File: src/rtl/sprite_arb_pkg.sv
// Shared types and constants for the sprite frame-buffer arbiter.
package sprite_arb_pkg;

    typedef enum logic [1:0] {
        IDLE,
        GRANT,
        GAP
    } arb_state_t;

    localparam int NREQ_DEF = 4;
    localparam int IDX_W    = 2;

    localparam int REQ_PLAYER      = 0;
    localparam int REQ_PLAYER_SHOT = 1;
    localparam int REQ_ENEMY       = 2;
    localparam int REQ_ENEMY_SHOT  = 3;

endpackage

File: src/rtl/arb_rr_pick.sv
// Round-robin search: first requesting index after rr_ptr, wrapping modulo NREQ.
module arb_rr_pick
    import sprite_arb_pkg::*;
#(
    parameter int NREQ = NREQ_DEF
) (
    input  logic [NREQ-1:0]  req,
    input  logic [IDX_W-1:0] rr_ptr,
    output logic             valid,
    output logic [IDX_W-1:0] index
);

    int unsigned cand;

    // Scan farthest-to-nearest so the nearest hit after rr_ptr is written last.
    always_comb begin
        valid = 1'b0;
        index = '0;
        cand  = 0;
        for (int unsigned k = NREQ; k >= 1; k--) begin
            cand = (32'(rr_ptr) + k) % NREQ;
            if (req[cand[IDX_W-1:0]]) begin
                valid = 1'b1;
                index = cand[IDX_W-1:0];
            end
        end
    end

endmodule

File: src/rtl/sprite_bus_arbiter.sv
// Round-robin frame-buffer arbiter for sprite renderers.
// Optional burst preemption is enabled by defining ARB_BURST_LIMIT_EN.
module sprite_bus_arbiter
    import sprite_arb_pkg::*;
#(
    parameter int NREQ      = NREQ_DEF,
    parameter int ADDR_W    = 17,
    parameter int DATA_W    = 12,
    parameter int MAX_BURST = 64
) (
    input  logic                   clk,
    input  logic                   hard_reset,
    input  logic                   frame_start,
    input  logic [NREQ-1:0]        req,
    input  logic [NREQ-1:0]        wr_en_in,
    input  logic [NREQ*ADDR_W-1:0] wr_addr_in,
    input  logic [NREQ*DATA_W-1:0] wr_data_in,
    output logic [NREQ-1:0]        grant,
    output logic [1:0]             grant_id,
    output logic                   busy,
    output logic                   fb_we,
    output logic [ADDR_W-1:0]      fb_addr,
    output logic [DATA_W-1:0]      fb_data,
    output logic [7:0]             drop_cnt
);

    localparam logic [IDX_W-1:0] LAST_IDX = IDX_W'(NREQ - 1);

    if (NREQ < 1 || NREQ > 4 || MAX_BURST < 1 || MAX_BURST > 255) begin : g_param_check
        $error("sprite_bus_arbiter: NREQ must be 1..4 and MAX_BURST 1..255");
    end

    arb_state_t       state_q, state_nxt;
    logic [NREQ-1:0]  grant_q, grant_nxt;
    logic [IDX_W-1:0] grant_id_q, grant_id_nxt;
    logic [IDX_W-1:0] rr_ptr_q, rr_ptr_nxt, pick_ptr;
    logic [7:0]       drop_cnt_q, drop_nxt;
    logic [8:0]       drop_sum;
    logic             pick_valid;
    logic [IDX_W-1:0] pick_idx;
    logic             burst_hit;

    // A vsync on an arbitration edge restarts the search from requester 0.
    assign pick_ptr = frame_start ? LAST_IDX : rr_ptr_q;

    arb_rr_pick #(.NREQ(NREQ)) u_pick (
        .req    (req),
        .rr_ptr (pick_ptr),
        .valid  (pick_valid),
        .index  (pick_idx)
    );

`ifdef ARB_BURST_LIMIT_EN
    logic [7:0] burst_q, burst_nxt;

    assign burst_hit = (burst_q >= 8'(MAX_BURST)) && (|(req & ~grant_q));

    always_comb begin
        burst_nxt = burst_q;
        if (state_nxt == GRANT) begin
            if (state_q != GRANT)
                burst_nxt = 8'd1;
            else if (burst_q != 8'hFF)
                burst_nxt = burst_q + 8'd1;
        end
    end

    always_ff @(posedge clk or posedge hard_reset) begin
        if (hard_reset)
            burst_q <= '0;
        else
            burst_q <= burst_nxt;
    end
`else
    assign burst_hit = 1'b0;
`endif

    always_comb begin
        state_nxt    = state_q;
        grant_nxt    = grant_q;
        grant_id_nxt = grant_id_q;
        rr_ptr_nxt   = pick_ptr;
        case (state_q)
            GRANT: begin
                if (!req[grant_id_q] || burst_hit) begin
                    state_nxt = GAP;
                    grant_nxt = '0;
                end
            end
            default: begin
                grant_nxt = '0;
                if (pick_valid) begin
                    state_nxt           = GRANT;
                    grant_nxt[pick_idx] = 1'b1;
                    grant_id_nxt        = pick_idx;
                    rr_ptr_nxt          = pick_idx;
                end else begin
                    state_nxt = IDLE;
                end
            end
        endcase
    end

    always_comb begin
        drop_sum = {1'b0, drop_cnt_q};
        for (int unsigned i = 0; i < NREQ; i++)
            drop_sum = drop_sum + 9'(wr_en_in[i] & ~grant_q[i]);
        drop_nxt = drop_sum[8] ? 8'hFF : drop_sum[7:0];
    end

    always_ff @(posedge clk or posedge hard_reset) begin
        if (hard_reset) begin
            state_q    <= IDLE;
            grant_q    <= '0;
            grant_id_q <= '0;
            rr_ptr_q   <= LAST_IDX;
            drop_cnt_q <= '0;
        end else begin
            state_q    <= state_nxt;
            grant_q    <= grant_nxt;
            grant_id_q <= grant_id_nxt;
            rr_ptr_q   <= rr_ptr_nxt;
            drop_cnt_q <= drop_nxt;
        end
    end

    assign grant    = grant_q;
    assign grant_id = grant_id_q;
    assign busy     = |grant_q;
    assign fb_we    = grant_q[grant_id_q] & wr_en_in[grant_id_q];
    assign fb_addr  = wr_addr_in[32'(grant_id_q)*ADDR_W +: ADDR_W];
    assign fb_data  = wr_data_in[32'(grant_id_q)*DATA_W +: DATA_W];
    assign drop_cnt = drop_cnt_q;

endmodule

File: config.mk
export PLATFORM = sky130hd
export DESIGN_NAME = sprite_bus_arbiter
export DESIGN_NICKNAME = d
export VERILOG_FILES = /design/src/rtl/sprite_arb_pkg.sv /design/src/rtl/arb_rr_pick.sv /design/src/rtl/sprite_bus_arbiter.sv
export SDC_FILE = /design/constraint.sdc
export NUM_CORES = 1
export LEC_CHECK = 0
export BUFFER_PORTS_ARGS = -buffer_cell sky130_fd_sc_hd__buf_2
export CAP_MARGIN = 5
export CELL_PAD_IN_SITES_DETAIL_PLACEMENT = 1
export CELL_PAD_IN_SITES_GLOBAL_PLACEMENT = 1
export CORE_ASPECT_RATIO = 0.6
export CORE_UTILIZATION = 23
export DETAILED_ROUTE_END_ITERATION = 10
export HOLD_SLACK_MARGIN = 0.15
export PLACE_DENSITY = 0.83
export SLEW_MARGIN = 15
export SYNTH_ARGS = -nofsm -noshare
export SYNTH_HDL_FRONTEND = slang
export SYNTH_SLANG_ARGS = --single-unit
File: constraint.sdc
create_clock -name clk -period 2.5 [get_ports clk]
set_clock_uncertainty 0.1 [all_clocks]
set_input_delay 0.25 -clock clk [delete_from_list [all_inputs] [get_ports clk]]
set_output_delay 0.25 -clock clk [all_outputs]
set_load 0.01 [all_outputs]
; Yosys cells after proc, flatten, opt, wreduce, memory -nomap -nowiden
; Cells that the tools add are included.
[totals]
ramBits = 0
register_bits = 18
latchBits = 0
word_cells = 73
mem_bits_ro = 0
output_inout_bits = 45
memories = 0
[classes]
multipliers = 2
magnitude_cmp = 7
n_reduce_logical = 3
n_addsub = 8
mux = 34
eq_ne = 2
n_shift = 2
bitwise = 10
div = 0
[op_table]
columns = operator, count
row1 = indexed part select 68 x 8 -> 17 bit, 1
row2 = indexed part select 48 x 7 -> 12 bit, 1
row3 = AND 1 x 9 -> 9 bit, 4
row4 = NOT 1 -> 9 bit, 4
row5 = adder 9 bit, 3
row6 = < comparator 2 x 3 -> 1 bit (second input constant), 6
row7 = two-way mux 2 bit, 9
row8 = binary-select mux 1 bit (select 2 bit), 7
row9 = two-way mux 1 bit, 13
row10 = two-way mux 4 bit, 3
row11 = adder 8 x 9 -> 9 bit, 1
row12 = two-way mux 8 bit, 1
row13 = multiplier 2 x 5 -> 7 bit (second input constant), 1
row14 = adder 2 x 1 -> 2 bit (second input constant), 2
row15 = adder 2 bit (second input constant), 2
row16 = multiplier 2 x 2 -> 4 bit (second input constant), 1
row17 = OR reduction 4 bit, 1
row18 = demux 1 bit (select 2 bit), 1
row19 = equality test 2 x 1 -> 1 bit (second input constant), 1
row20 = greater-or-equal comparator 2 x 1 -> 1 bit (second input constant), 1
row21 = != test 2 bit (second input constant), 1
row22 = AND reduction 2 bit, 1
row23 = AND 1 bit, 1
row24 = logical AND 1 bit, 1
row25 = NOT 1 bit, 1

; Longest topological paths before layout
[logic_depth]
ltp_word = 14
depth_mapped = 8

; By module
; Synthesis repeated with hierarchy kept, for this count alone.
[unflattened]
cells_unflattened = 135
hier_area_um2 = 1704.1
[by_module_without_submodules]
columns = mod, cells_each, instances, area_each_um2
row1 = sprite_bus_arbiter, 121, 1, 1612.8
row2 = arb_rr_pick, 14, 1, 91.3

; Worst setup path after synthesis
; OpenSTA, ideal clock, no wires.
[synth_timing]
path_type = flip-flop to flip-flop
startpoint = register grant_q[0], in the netlist grant[0]
endpoint = register drop_cnt_q[3], in the netlist drop_cnt[3]
slack_ps = 90
required_time_ps = 2266
synth_period_minus_slack_ps = 2410
stages_incl_launch_ff = 9
setup_ps = 134
arrival_ps = 2176
path_buffers = 0
path_cell_list = dfrtp_1 > nand2b_1 > fa_1 > fa_1 > inv_1 > fa_1 > and2_1 > nand3_1 > o21ai_0
[synth_between]
elab_chain_len = 7
[synth_lines]
columns = item, line
row1 = start: declaration, sprite_bus_arbiter.sv:34  ; logic [NREQ-1:0] grant_q, grant_nxt;
row2 = start signal: assignment, sprite_bus_arbiter.sv:120  ; grant_q <= grant_nxt;
row3 = NOT 1 -> 9 bit, sprite_bus_arbiter.sv:107  ; drop_sum = drop_sum + 9'(wr_en_in[i] & ~grant_q[i]);
row4 = AND 1 x 9 -> 9 bit, sprite_bus_arbiter.sv:107
row5 = adder 8 x 9 -> 9 bit, sprite_bus_arbiter.sv:107
row6 = adder 9 bit (3 in a row), sprite_bus_arbiter.sv:107
row7 = two-way mux 8 bit, sprite_bus_arbiter.sv:108  ; drop_nxt = drop_sum[8] ? 8'hFF : drop_sum[7:0];
row8 = via drop_nxt[3], sprite_bus_arbiter.sv:37  ; logic [7:0] drop_cnt_q, drop_nxt;
row9 = end signal: assignment, sprite_bus_arbiter.sv:123  ; drop_cnt_q <= drop_nxt;
row10 = end: declaration, sprite_bus_arbiter.sv:37
; The timed path passes the listed nets, and every way through them passes these cells.
; A chain may end at the register's enable or synchronous reset.

; Worst setup path after layout
[layout_timing]
startpoint = register grant_q[2], in the netlist grant[2]
endpoint = register drop_cnt_q[4], in the netlist drop_cnt[4]
[layout_between]
elab_chain_len = 5
[layout_lines]
columns = item, line
row1 = NOT 1 -> 9 bit, sprite_bus_arbiter.sv:107
row2 = AND 1 x 9 -> 9 bit, sprite_bus_arbiter.sv:107
row3 = adder 9 bit (2 in a row), sprite_bus_arbiter.sv:107
row4 = two-way mux 8 bit, sprite_bus_arbiter.sv:108
row5 = via drop_nxt[4], sprite_bus_arbiter.sv:37
; The timed path passes the listed nets, and every way through them passes these cells.

==> flow_summary.ini <==
[clock_tree]
cts_tree = done
cts_root_buf = clkbuf_16
clk_latency_ns = 0.25
cts_buffer_depth = 2
clk_pin_slew_worst_paths_ns = 0.05
numCtsBuffers = 3
cts.sinks = 18
cts_htree_levels = 1

[power]
comb_power_share_pct = 70.7
clkPwrFrac_pct = 9.8
p_leak_uw = 0.00144
seqPwrFrac_pct = 19.6
totalPowerFinal_uw = 3320
switching_power_uw = 1440
p_int_uw = 1880
switching_share_pct = 43.4
powerDensity_nw_per_um2 = 1130
ir_drop_mv = 0.572

[sta]
tightest_slew_ns = 0.692
drv_slew = 0
fmax_mhz = 415
hold_violations = 0
post-route-period-util_pct = 96.4
fin_tns_setup_ns = 0
slew_headroom_pct = 53.8
setup_ws_ns = 0.0899
fin_crit_ns = 2.41
setup_viol = 0
hold_ws_ns = 0.345

[placement]
place_hpwl_um = 7230
port-buffer-count = 171
place_ws_ns = -0.0772
routabilityCongestion = 0.829

[synthesis]
yosysSeqAreaShare_pct = 24.6
async_flop_share_pct = 100
synth_seq_cells = 18
syn_area_um2 = 1840
synth_cell_type_count = 45
synth_edf_count = 0
synth_area_leaders = mux4_2, dfrtp_1, fa_1
synthCells = 151
synth_top_cell_area_share_pct = 36.7
syn_nets = 282
synthFlopType = dfrtp_1
yosysWarnings = 0
synth.largest_area_cell = mux4_2
syn_area_per_cell_um2 = 12.2

[worst_setup_path]
critPathCaptureType = flop
start_kind = flop
reg2reg_from = grant[2]
critPathRequiredTime_ns = 2.53
critPathKind = reg -> reg
reg2reg_depth = 9
r2r_slack_ns = 0.09
rr_endpoint = drop_cnt[4]
crit_fanout = 3
worstPathArrival_ns = 2.44

[floorplanning]
chipWidth_um = 117
pin_count = 172
initial_core_util_pct = 24.5
coreArea_um2 = 7510
fp.dieArea_um2 = 8380
fp.dieH_um = 71.3
row_count = 24

[detailed_routing]
vias = 2056
wl_um = 8270
viasPerCell = 4.77
ant_nets = 0
drc = 0
wl_per_cell_um = 19.2
first_iter_violations = 89
first_pass_iters = 4

[global_routing]
grt.met2_usage_pct = 33.9
grt_max_degree = 25
use_met1_pct = 25.8
track_usage_pct = 19.7
gr-total-overflow = 0
antenna_found_initial = 1
grt_pass1_wl_um = 12600
use_met3_pct = 4.22
grt_busiest_layer = met2
grt_pass1_vias = 2282

[worst_hold_path]
hold_depth = 3
hp-class = in -> reg
worstHoldStart = req[3]
min_to = rr_ptr_q[0]

[job]
drv_cap = 0

[run_status]
status = finished, final reports clean

[finish]
syn_to_final_growth_pct = 59.1
fin_nets = 458
drive_above_1_share_pct = 70.9
final_util_pct = 39.0
[flip-flops by register name, summed over array words and instances (netlist names)]
name,cells
state_q,2
grant,4
drop_cnt,8
rr_ptr_q,2
grant_id,2
[worst max path at each step]
stage,slack (ns),endpoint,startpoint,cells after the start
3_3_place_gp,0.09,drop_cnt[3],grant[0],8
2_1_floorplan,0.09,drop_cnt[3],grant[0],8
6_report,0.09,drop_cnt[4],grant[2],9
3_5_place_dp,-0.08,drop_cnt[3],grant[0],8
5_1_grt,-0.004,drop_cnt[4],grant[2],9
4_1_cts,0.003,drop_cnt[3],grant[0],8
[placed cells by master, fill, tap and decap left out, types with 2 or more instances in the layout]
master and count:
nor3_1 2, dfstp_2 2, and2_1 2, xnor2_1 2
xor2_1 2, nand2_1 9, buf_4 9, dfrtp_1 15
a31oi_1 2, a21o_1 4, o21ai_0 3, nand3_1 4
fa_2 2, and3_1 2, a22o_1 2, mux4_2 30
inv_1 6, clkbuf_16 3, nand2b_1 5, nor2_1 10
buf_2 171, nor2b_1 2, a21oi_1 9
[cell families after synthesis]
| kind of cell | synth area share [%] |
|---|---|
| AO/OA/AOI/OAI | 10.9 |
| XOR/XNOR | 1.90 |
| flip-flops | 24.6 |
| multiplexers | 39.4 |
| AND/OR/NAND/NOR | 13.7 |
| adder cells (fa/ha/maj) | 3.94 |
| buffers and inverters | 5.51 |
[synth_stat cells, types with 3 or more instances]
cell / count
nand3_1: 5
a21oi_1: 9
o21ai_0: 3
a21o_1: 4
mux4_2: 30
dfrtp_1: 16
nand2b_1: 6
clkbuf_1: 4
nand2_1: 9
inv_1: 7
nor2_1: 10
fa_1: 3
[worst max-delay path, cell delays in order (launching register included)]
cell,delay (ns)
dfrtp_1,0.38
nand2b_4,0.14
fa_1,0.54
fa_2,0.22
inv_2,0.05
fa_2,0.37
buf_4,0.15
nand3_1,0.09
xor2_1,0.17
nand2_1,0.08
[cell type report]
class	instances	area, um^2
antenna	1	2.50
sequential	18	454
multi-input combinational	116	1300
inverter	7	26.3
clock buffer	4	78.8
fill	919	4580
tap	104	130
timing repair buffer	181	933
[power by group through the flow]
stage	sequential [uW]	clock, uW	combinational, uW
after global placement	643	0	2220
after floorplan	606	0	1540
after detailed placement	653	0	2310
after global routing	679	349	2540
final	650	324	2350
after CTS	652	331	2320
[stage by stage]
step	instance area [um^2]	instances
after detailed placement	2810	423
after global routing	2930	430
after floorplan	1840	151
after CTS	2900	428
final	2930	431
after global placement	2810	423
[routing by layer]
metal,part of all wire [%],wire length (um)
met1,43,3520
met2,50,4120
met3,5.9,485
met4,1.6,131
met5,0.16,13
[repair_timing]
item / in CTS / in global routing
gates resized for setup: 2 / 3
pin swaps: 0 / 2
setup endpoints to repair: 6 / 6
setup buffers: 0 / 2
hold buffers: 1 / 0
hold endpoints to repair: 16 / 0
(Power assumes the default switching activity.)
